`src/rtl/fetch_unit.sv`:
```
// Instruction fetch stage and program counter: fetches one word over a req/ack handshake,
// presents op/instr to control, then updates the PC from control's inc/load/halt.
module fetch_unit #(
  parameter int unsigned       ADDR_W   = 16,
  parameter int unsigned       DATA_W   = 16,
  parameter logic [ADDR_W-1:0] RESET_PC = '0
) (
  input  logic              clk,
  input  logic              reset,
  output logic              imem_req,
  output logic [ADDR_W-1:0] imem_addr,
  input  logic              imem_ack,
  input  logic [DATA_W-1:0] imem_rdata,
  output logic [DATA_W-1:0] instr,
  output logic [2:0]        op,
  output logic              instr_valid,
  input  logic              inc_pc,
  input  logic              load_pc,
  input  logic              halt,
  input  logic [ADDR_W-1:0] jump_target,
  output logic [ADDR_W-1:0] pc,
  output logic              halted
);

  typedef enum logic [2:0] {
    StIdle,
    StFetch,
    StIssue,
    StUpdate,
    StHalted
  } state_e;

  state_e            state_q;
  logic [ADDR_W-1:0] pc_q;
  logic [DATA_W-1:0] instr_q;
  logic              req_q;
  logic              valid_q;
  logic              halted_q;

  // All outputs are registered alongside the state so control sees glitch-free values.
  always_ff @(posedge clk) begin
    if (!reset) begin
      state_q  <= StIdle;
      pc_q     <= RESET_PC;
      instr_q  <= '0;
      req_q    <= 1'b0;
      valid_q  <= 1'b0;
      halted_q <= 1'b0;
    end else begin
      unique case (state_q)
        StIdle: begin
          state_q <= StFetch;
          req_q   <= 1'b1;
        end
        StFetch: begin
          if (imem_ack) begin
            instr_q <= imem_rdata;
            req_q   <= 1'b0;
            valid_q <= 1'b1;
            state_q <= StIssue;
          end
        end
        StIssue: begin
          state_q <= StUpdate;
        end
        StUpdate: begin
          valid_q <= 1'b0;
          if (halt) begin
            halted_q <= 1'b1;
            state_q  <= StHalted;
          end else begin
            // A jump arrives with inc_pc also set, so load_pc must win.
            if (load_pc) begin
              pc_q <= jump_target;
            end else if (inc_pc) begin
              pc_q <= pc_q + ADDR_W'(1);
            end
            req_q   <= 1'b1;
            state_q <= StFetch;
          end
        end
        StHalted: begin
          state_q <= StHalted;
        end
        default: begin
          state_q <= StIdle;
          req_q   <= 1'b0;
          valid_q <= 1'b0;
        end
      endcase
    end
  end

  assign imem_req    = req_q;
  assign imem_addr   = pc_q;
  assign pc          = pc_q;
  assign instr       = instr_q;
  assign op          = instr_q[DATA_W-1 -: 3];
  assign instr_valid = valid_q;
  assign halted      = halted_q;

endmodule

```
`config.mk`:
```
export PLATFORM = sky130hd
export DESIGN_NAME = fetch_unit
export DESIGN_NICKNAME = d
export VERILOG_FILES = /design/src/rtl/fetch_unit.sv
export SDC_FILE = /design/constraint.sdc
export NUM_CORES = 1
export LEC_CHECK = 0
export BUFFER_PORTS_ARGS = -buffer_cell sky130_fd_sc_hd__buf_4
export CAP_MARGIN = 20
export CORE_MARGIN = 3
export CORE_UTILIZATION = 42
export CTS_CLUSTER_SIZE = 10
export DETAILED_ROUTE_END_ITERATION = 6
export PLACE_DENSITY = 0.76
export SLEW_MARGIN = 15
export SYNTH_ARGS = -nofsm -noshare
export SYNTH_HDL_FRONTEND = slang
export SYNTH_SLANG_ARGS = --single-unit
```
`constraint.sdc`:
```
create_clock -name clk -period 1.63 [get_ports clk]
set_clock_uncertainty 0.15 [all_clocks]
set_input_delay 0.2445 -clock clk [delete_from_list [all_inputs] [get_ports clk]]
set_output_delay 0.2445 -clock clk [all_outputs]
set_load 0.005 [all_outputs]
```
==> impl_metrics.toml, run 1 <==
[outcome]
status = "complete, no violations"

[sta]
fin_crit_ns = 1.57
rsz0062_at_grt = "yes"
slew_violations = 0
worst_slew_pin_slew_ns = 0.421
fmax_mhz = 635
finalSetupViolations = 0
finalHoldViolCount = 0
min_period_over_period_pct = 96.6
relSlewSlack_pct = 71.9
whs_ns = 0.0487

[synth]
syn_inst = 260
synth-edff-count = 0
yosys-top-cells-count = "nand2_1 (54), dfxtp_1 (38), a21oi_1 (32)"
yosysSeqAreaShare_pct = 38.1
dominantRegCellSynth = "dfxtp_1"
syn_area_per_cell_um2 = 7.68
synth_fp_nets = 299
yosys-top-cells-area = "dfxtp_1 (38%), nand2_1 (10%), a21oi_1 (8.0%), buf_4 (7.9%), o21ai_0 (4.0%)"
mappedNetlistArea_um2 = 2000
synth_top_area_share_pct = 38.1
yosysTopAreaCell = "dfxtp_1"
ys_ff_latch = 38
yosys_warnings = 0
synth_cell_types = 44
yosysMostFrequentCell = "nand2_1"
synthArstFlopShare_pct = 0

[detailed_routing]
wl_mm = 5.52
wl_met3_um = 554
drt-initial-drc-count = 176
met1Wirelength_mm = 2.24
route.detailed.drc = 0
final_antenna_net_count = 0
wl_met2_mm = 2.68
dr.max_layer_used = "met4"
vias_per_cell = 5.31
avgRoutedWirePerCell_um = 13.6
first_pass_iters = 4
dr_total_vias = 2149

[clocking]
cts_tree = "built"
clockBufferDepth = 2
clock_latency_ns = 0.29
cts_resized = 0
root_buffer = "clkbuf_8"
clk_pin_slew_ns = 0.08
tritoncts.num_buffers = 5
htreeDepth = 2
clock_sinks = 38
cts_hold_buf = 0
cts_setup_buffers = 0

[final_layout]
antenna_cells = 0
utilization_pct = 65.0
area_growth_pct = 45.6
drive_above_1_share_pct = 42.2
n_fill_cell = 380
final_nets = 391

[power_and_ir_drop]
pwr-share-comb_pct = 15.9
irDropWorstVdd_mv = 0.637
internal_power_mw = 1.47
pwr-share-seq_pct = 49.9
switchingPower_mw = 0.499
switching_share_pct = 25.3
clockPowerShare_pct = 34.2
power_leakage_nw = 1.24
p_per_area_nw_per_um2 = 679

[global_routing]
antenna_found_initial = 0
overflow = 0
grt_pass1_vias = 1899
grt_max_degree = 26
grt_pass1_wl_mm = 8.58
track_usage_pct = 19.4

[setup_path]
cp_slowest_stage_delay_ns = 0.51
crit_chain = "nand4_1 -> buf_6 -> or4_4 -> o21ai_2 -> a221oi_2"
cpMaxStageDelayCell = "or4_4"
required_ns = 1.64
critPathCaptureType = "register"
ff2ff_setup_slack_ns = 0.06
path_max_fanout = 6
worstSetupPathType = "reg -> reg"
arrival_ns = 1.58
start_kind = "register"

[floorplanning]
start_util_pct = 44.6
io_pins = 92
die_area_um2 = 5620
row_count = 24
die_x_um = 75.0
fp.coreArea_um2 = 4470
dieHeight_um = 75.0

[place]
portBuffers = 91
routabilityCongestion = 0.853
dp_hpwl_mm = 4.09

[worst_hold_path]
hold_path_class = "in -> reg"

[flow_run]
max-cap-violations = 0
## registers in the layout (all words and copies together) (netlist names)
| name | cells |
|---|---|
| halted | 1 |
| instr | 16 |
| state_q | 3 |
| instr_valid | 1 |
| imem_req | 1 |
| imem_addr | 16 |
## placed cells by master, fill, tap and decap left out, drive strengths merged, types with 3 or more instances in the layout
master    n
buf     120
nand2    54
dfxtp    38
a21oi    32
o21ai    16
nor2      9
inv       7
nor3      7
clkbuf    7
nand2b    6
nand3     6
nor4      6
nand4     5
o31ai     4
a211oi    4
mux2i     3
nand3b    3
## metrics by stage
step	cells	TNS (ns)	instance area (um2)	setup WS, ns	power (mW)
3_5_place_dp	396	0	2760	0.0127	1.32
5_1_grt	405	-0.0142	2910	-0.0142	2.07
2_1_floorplan	260	0	2010	0.0119	1.15
3_3_place_gp	396	0	2760	0.0643	1.31
4_1_cts	404	0	2860	0.0415	1.99
6_report	405	0	2910	0.0561	1.97
## worst paths after layout
path | startpoint | to | cells past startpoint
worst max register to register | imem_addr[4]$_SDFFE_PN0P_ | imem_addr[10]$_SDFFE_PN0P_ | 5
worst min register to register | instr[3]$_SDFFE_PN0P_ | instr[3]$_SDFFE_PN0P_ | 2
worst max-delay path | imem_addr[4]$_SDFFE_PN0P_ | imem_addr[10]$_SDFFE_PN0P_ | 5
worst min-delay path | imem_rdata[9] | instr[9]$_SDFFE_PN0P_ | 3
## kinds of logic after synthesis
kind of cell	synth area share, %
adders and majority gates	0.626
buffers and inverters	12.7
muxes	1.50
and+or+nand+nor	26.3
DFF	38.1
AOI/OAI and AO/OA	20.9
## power by group through the flow
stage               combinational [mW]  clock [mW]  sequential, mW
detailed placement               0.313           0            1.01
global route                     0.348       0.733           0.989
CTS                              0.314       0.688           0.985
floorplan                        0.141           0            1.01
finish                           0.314       0.675           0.984
global placement                 0.309           0            1.01
## area by class of cell
| cell class | instances | area (um2) | share of cell area (%) |
|---|---|---|---|
| inverter | 7 | 26.3 | 0.904 |
| clock inverter | 1 | 5.00 | 0.172 |
| timing repair buffer | 120 | 927 | 31.9 |
| multi-input combinational | 180 | 1020 | 35.3 |
| clock buffer | 7 | 86.3 | 2.97 |
| sequential | 38 | 772 | 26.6 |
| tap | 52 | 65.1 | 2.24 |
## routing by layer
layer,vias to the layer above,GRT usage [%]
met2,93,32.5
met4,0,5.14
met1,971,23.6
met3,4,7.08
met5,-,0
li1,1081,-
## worst max-delay path: cells and delay by family (launching register included)
family          cells  cell delay [ns]
simple gates        2             0.65
buf+inv             1             0.17
compound gates      2             0.15
flops               1             0.33
Note: power is estimated with default switching activity, not from simulation.
==> run 2, diff against run 1 <==
--- a/config.mk
+++ b/config.mk
@@ -11,7 +11,8 @@
 export CORE_UTILIZATION = 42
 export CTS_CLUSTER_SIZE = 10
 export DETAILED_ROUTE_END_ITERATION = 6
-export PLACE_DENSITY = 0.76
+export HOLD_SLACK_MARGIN = 0.15
+export PLACE_DENSITY = 0.75
 export SLEW_MARGIN = 15
 export SYNTH_ARGS = -nofsm -noshare
 export SYNTH_HDL_FRONTEND = slang
==> run 2 against run 1 <==
Clock power is 19% higher; register-to-register slack hardly changed; critical path depth stayed put; non-clock buffer count is 27 higher; cell area is 9.9% higher; worst setup slack worse by 0.0091 ns; first-iteration DRC count is 24% lower; sequential cell count stayed put; maximum frequency is 0.58% lower; worst hold slack better by 0.11 ns; global-route usage is 3.2 points higher; combinational power is 17% higher; highest routed layer unchanged.
==> impl_metrics.toml, run 2 (synthesis gave the netlist of run 1 again) <==
[outcome]
status = "complete, no violations"

[power_and_ir_drop]
power_leakage_nw = 1.37
irDropWorstVdd_mv = 0.557
p_per_area_nw_per_um2 = 675

[final_layout]
antenna_cells = 0
final_nets = 418
n_fill_cell = 334
seqCellArea_um2 = 767
layout_commonest_cell = "buf_4"
drive_above_1_share_pct = 40.8
multi_input_area_um2 = 1050
area_growth_pct = 59.9
mostFrequentLayoutCells = "buf_4 (120), nand2_1 (54), dfxtp_1 (33)"

[global_routing]
overflow = 0
grt_pass1_vias = 2233
track_usage_pct = 22.6
antenna_found_initial = 0
grt_pass1_wl_mm = 9.87
grt_max_degree = 25

[setup_path]
critPathCaptureType = "register"
rr_endpoint = "imem_addr[15]$_SDFFE_PN0P_"
ff2ff_setup_slack_ns = 0.05
path_max_fanout = 5
worstSetupPathType = "reg -> reg"
worstReg2RegStart = "imem_addr[1]$_SDFFE_PN0P_"
arrival_ns = 1.61
start_kind = "register"
required_ns = 1.66
reg2reg_depth = 5
cp-startpoint = "imem_addr[1]$_SDFFE_PN0P_"
crit_path_end = "imem_addr[15]$_SDFFE_PN0P_"

[sta]
fin_crit_ns = 1.58
slew_violations = 0
finalSetupViolations = 0
fmax_mhz = 632
finalHoldViolCount = 0
relSlewSlack_pct = 71.2
min_period_over_period_pct = 97.1
tns_ns = 0
worst_slew_pin_slew_ns = 0.431
fin_ws_ns = 0.0469
rsz0062_at_grt = "yes"

[detailed_routing]
wl_mm = 6.34
avgRoutedWirePerCell_um = 14.7
final_antenna_net_count = 0
route.detailed.drc = 0
drt-initial-drc-count = 134
dr_total_vias = 2294
first_pass_iters = 4
vias_per_cell = 5.31

[floorplanning]
fp.coreArea_um2 = 4470
start_util_pct = 44.6
io_pins = 92
die_x_um = 75.0
die_area_um2 = 5620
row_count = 24
dieHeight_um = 75.0

[clocking]
htreeDepth = 2
clk_pin_slew_ns = 0.08
clockBufferDepth = 2
cts_tree = "built"
tritoncts.num_buffers = 5
root_buffer = "clkbuf_8"
clock_sinks = 38
clock_latency_ns = 0.29

[flow_run]
max-cap-violations = 0

[place]
routabilityCongestion = 0.818
dp_hpwl_mm = 4.16
portBuffers = 91
pre_cts_ws_ns = -0.00847

[worst_hold_path]
hold_path_class = "in -> reg"
min_path_cells = 3
==> run 2: changes by cell type in the layout (fill, tap and decap cells not counted), sizes merged <==
cell         delta
dlygate4sd3    +24
buf             +3
clkbuf          -2
bufinv          +1
clkinv          +1
==> run 2: per-stage QoR <==
step,instances,instance area [um2],power [mW],utilization [%],hold slack [ns]
3_5_place_dp,396,2750,1.32,61.5,0.297
4_1_cts,428,3100,2.15,69.2,0.155
2_1_floorplan,260,2010,1.15,-,0.230
5_1_grt,432,3190,2.24,71.4,0.166
3_3_place_gp,396,2750,1.31,61.5,0.292
6_report,432,3190,2.16,71.4,0.160
==> run 2: cell type report <==
| class | count | share of cell area [%] |
|---|---|---|
| Clock inverter | 3 | 1.25 |
| Inverter | 7 | 0.823 |
| Multi-Input combinational cell | 180 | 32.8 |
| Tap cell | 52 | 2.04 |
| Clock buffer | 5 | 2.16 |
| Sequential cell | 38 | 24.0 |
| Timing Repair Buffer | 147 | 36.9 |
==> run 2: what timing repair did <==
| item | in CTS | in global routing |
|---|---|---|
| endpoints found under the setup margin | 1 | 9 |
| gates resized for setup | 0 | 18 |
| pin swaps | 1 | 5 |
| gates cloned | 0 | 1 |
| buffers inserted | 1 | 2 |
| hold buffers | 23 | 2 |
| endpoints found under the hold margin | 25 | 2 |
==> run 2: worst min-delay path by stage <==
stage	from	endpoint	slack, ns
after detailed placement	instr[7]$_SDFFE_PN0P_	instr[7]$_SDFFE_PN0P_	0.30
after global routing	jump_target[7]	imem_addr[7]$_SDFFE_PN0P_	0.17
after global placement	instr[5]$_SDFFE_PN0P_	instr[5]$_SDFFE_PN0P_	0.29
after CTS	imem_ack	state_q[1]$_SDFFE_PN0P_	0.16
final	jump_target[7]	imem_addr[7]$_SDFFE_PN0P_	0.16
after floorplan	imem_rdata[0]	instr[0]$_SDFFE_PN0P_	0.23
==> run 2: where the power goes <==
part | switching [mW] | total [mW] | internal, mW
Sequential | 0.0231 | 0.985 | 0.962
Clock | 0.353 | 0.803 | 0.451
Combinational | 0.160 | 0.367 | 0.207
==> run 2: layer usage <==
layer / wire length [um] / GRT usage [%] / part of all wire (%) / vias up
li1: - / - / - / 1129
met1: 2490 / 25.6 / 39 / 1061
met2: 3180 / 39.7 / 50 / 91
met3: 569 / 8.54 / 9.0 / 13
met4: 99 / 6.32 / 1.6 / 0
met5: 0 / 0 / 0 / -
==> run 2: worst max-delay path: stages (launching register included) <==
cell      delay (ns)
dfxtp_2         0.39
nand4_1         0.16
buf_4           0.17
nor4_2          0.25
mux2i_1         0.24
o211ai_1        0.11
==> run 3, diff against run 2 <==
--- a/config.mk
+++ b/config.mk
@@ -11,6 +11,7 @@
 export CORE_UTILIZATION = 42
 export CTS_CLUSTER_SIZE = 10
 export DETAILED_ROUTE_END_ITERATION = 6
+export GPL_TIMING_DRIVEN = 0
 export HOLD_SLACK_MARGIN = 0.15
 export PLACE_DENSITY = 0.75
 export SLEW_MARGIN = 15
==> run 3 against run 2 <==
The run now ends with negative setup slack left; clock power shrank 0.5%; maximum frequency is 3.5% lower; sequential power is 0.4% lower; global-route usage shrank 0.33 points; register-to-register slack got worse by 0.06 ns; clock-buffer cell count increased by 2; worst hold slack worse by 0.0070 ns; first-iteration DRC count is 37% higher; sequential cell count stayed put; core utilization is 2.9 points higher; critical endpoint is now imem_addr[10]$_SDFFE_PN0P_.
==> impl_metrics.toml, run 3 (synthesis gave the netlist of run 1 again) <==
[sta]
fin_ws_ns = -0.00973
relSlewSlack_pct = 63.4
fmax_mhz = 610
worst_slew_pin_slew_ns = 0.548
fin_crit_ns = 1.64
rsz0062_at_grt = "yes"
min_period_over_period_pct = 101
tns_ns = -0.0104
finalHoldViolCount = 0
slew_violations = 0
finalSetupViolations = 2

[clocking]
tritoncts.num_buffers = 5
clock_sinks = 38
clockBufferDepth = 2
clock_latency_ns = 0.29
root_buffer = "clkbuf_8"
cts_tree = "built"
htreeDepth = 2
clk_pin_slew_ns = 0.08

[detailed_routing]
final_antenna_net_count = 0
vias_per_cell = 5.36
wl_met2_mm = 3.18
dr.max_layer_used = "met4"
drt-initial-drc-count = 183
met1Wirelength_mm = 2.57
route.detailed.drc = 0
wl_mm = 6.53
dr_total_vias = 2382
first_pass_iters = 4
avgRoutedWirePerCell_um = 14.7
wl_met3_um = 654

[global_routing]
grt_pass1_wl_mm = 9.78
track_usage_pct = 22.3
overflow = 0
grt_max_degree = 12
grt_pass1_vias = 2218
antenna_found_initial = 0

[final_layout]
final_nets = 430
finalNonFillerCells = 444
utilization_pct = 74.2
drive_above_1_share_pct = 41.8
multi_input_area_um2 = 1090
seqCellArea_um2 = 803
antenna_cells = 0
fin_area_um2 = 3320
layout_commonest_cell = "buf_4"
n_fill_cell = 343
mostFrequentLayoutCells = "buf_4 (121), nand2_1 (54), a21oi_1 (32)"
area_growth_pct = 66.4

[outcome]
status = "finished with violations"
violations = "negative setup slack"

[setup_path]
critical_path_buf_inv_count = 0
reg2reg_depth = 5
start_kind = "register"
critPathCaptureType = "register"
worst-path-stages = 5
path_max_fanout = 9
worstReg2RegStart = "imem_addr[0]$_SDFFE_PN0P_"
cp-startpoint = "imem_addr[0]$_SDFFE_PN0P_"
ff2ff_setup_slack_ns = -0.01
critical_path.top_delay_family = "simple AND/OR/NAND/NOR gates"
worstSetupPathType = "reg -> reg"
crit_path_end = "imem_addr[10]$_SDFFE_PN0P_"
cp_slowest_stage_delay_ns = 0.43
required_ns = 1.63
arrival_ns = 1.64
crit_chain = "ha_4 -> nand3_4 -> or4_1 -> o21ai_1 -> a221oi_1"
rr_endpoint = "imem_addr[10]$_SDFFE_PN0P_"
cpMaxStageDelayCell = "or4_1"

[place]
dpl_cell_area_um2 = 2760
routabilityCongestion = 0.884
dp_hpwl_mm = 4.14
place_inst = 403
portBuffers = 91

[floorplanning]
start_util_pct = 44.6
die_x_um = 75.0
io_pins = 92
die_area_um2 = 5620
dieHeight_um = 75.0
row_count = 24
fp.coreArea_um2 = 4470

[flow_run]
max-cap-violations = 0

[power_and_ir_drop]
p_per_area_nw_per_um2 = 646
irDropWorstVdd_mv = 0.594
power_leakage_nw = 1.47
power_mw = 2.15

[worst_hold_path]
hold_path.startpoint = "reset"
hold_path_class = "in -> reg"
[run 3: worst register-to-register path: stages (launching register included)]
cell	delay, ns
dfxtp_4	0.41
ha_4	0.18
nand3_4	0.12
or4_1	0.43
o21ai_1	0.11
a221oi_1	0.10
[run 3: stage by stage]
step | hold slack, ns | setup slack (ns)
final | 0.153 | -0.00973
after global routing | 0.162 | -0.0495
after CTS | 0.150 | -0.0206
after detailed placement | 0.299 | -0.206
after global placement | 0.293 | -0.236
after floorplan | 0.230 | 0.0119
[run 3: what timing repair did]
action / 4_1_cts / 5_1_grt
pin swaps: 1 / 8
buffers inserted: 2 / 7
gates resized for setup: 19 / 26
endpoints found under the hold margin: 23 / 2
hold buffers: 24 / 2
setup endpoints to repair: 25 / 25
cloned: 0 / 1
[run 3: area by class of cell]
class,instances,area share [%]
Timing Repair Buffer,126,30.4
Sequential cell,38,24.2
Inverter,7,0.791
Buffer,33,6.78
Clock inverter,1,0.904
Multi-Input combinational cell,180,32.7
Tap cell,52,1.96
Clock buffer,7,2.30
[run 3: per-layer routing]
layer,GRT usage (%),vias to the layer above
li1,-,1156
met1,26.0,1094
met2,36.6,117
met3,8.81,15
met4,8.70,0
met5,0,-
[run 3: report_power, final]
part           switching [mW]  leakage, nW  internal (mW)
Clock                   0.341       0.0524          0.458
Combinational           0.156         1.10          0.209
Sequential             0.0310        0.318          0.950
[run 3: how the worst min path moves through the flow]
stage / to / depth (start not counted)
2_1_floorplan: instr[0]$_SDFFE_PN0P_ / 2
3_3_place_gp: instr[4]$_SDFFE_PN0P_ / 2
3_5_place_dp: instr[5]$_SDFFE_PN0P_ / 2
4_1_cts: imem_addr[13]$_SDFFE_PN0P_ / 3
5_1_grt: state_q[1]$_SDFFE_PN0P_ / 3
6_report: imem_addr[13]$_SDFFE_PN0P_ / 3
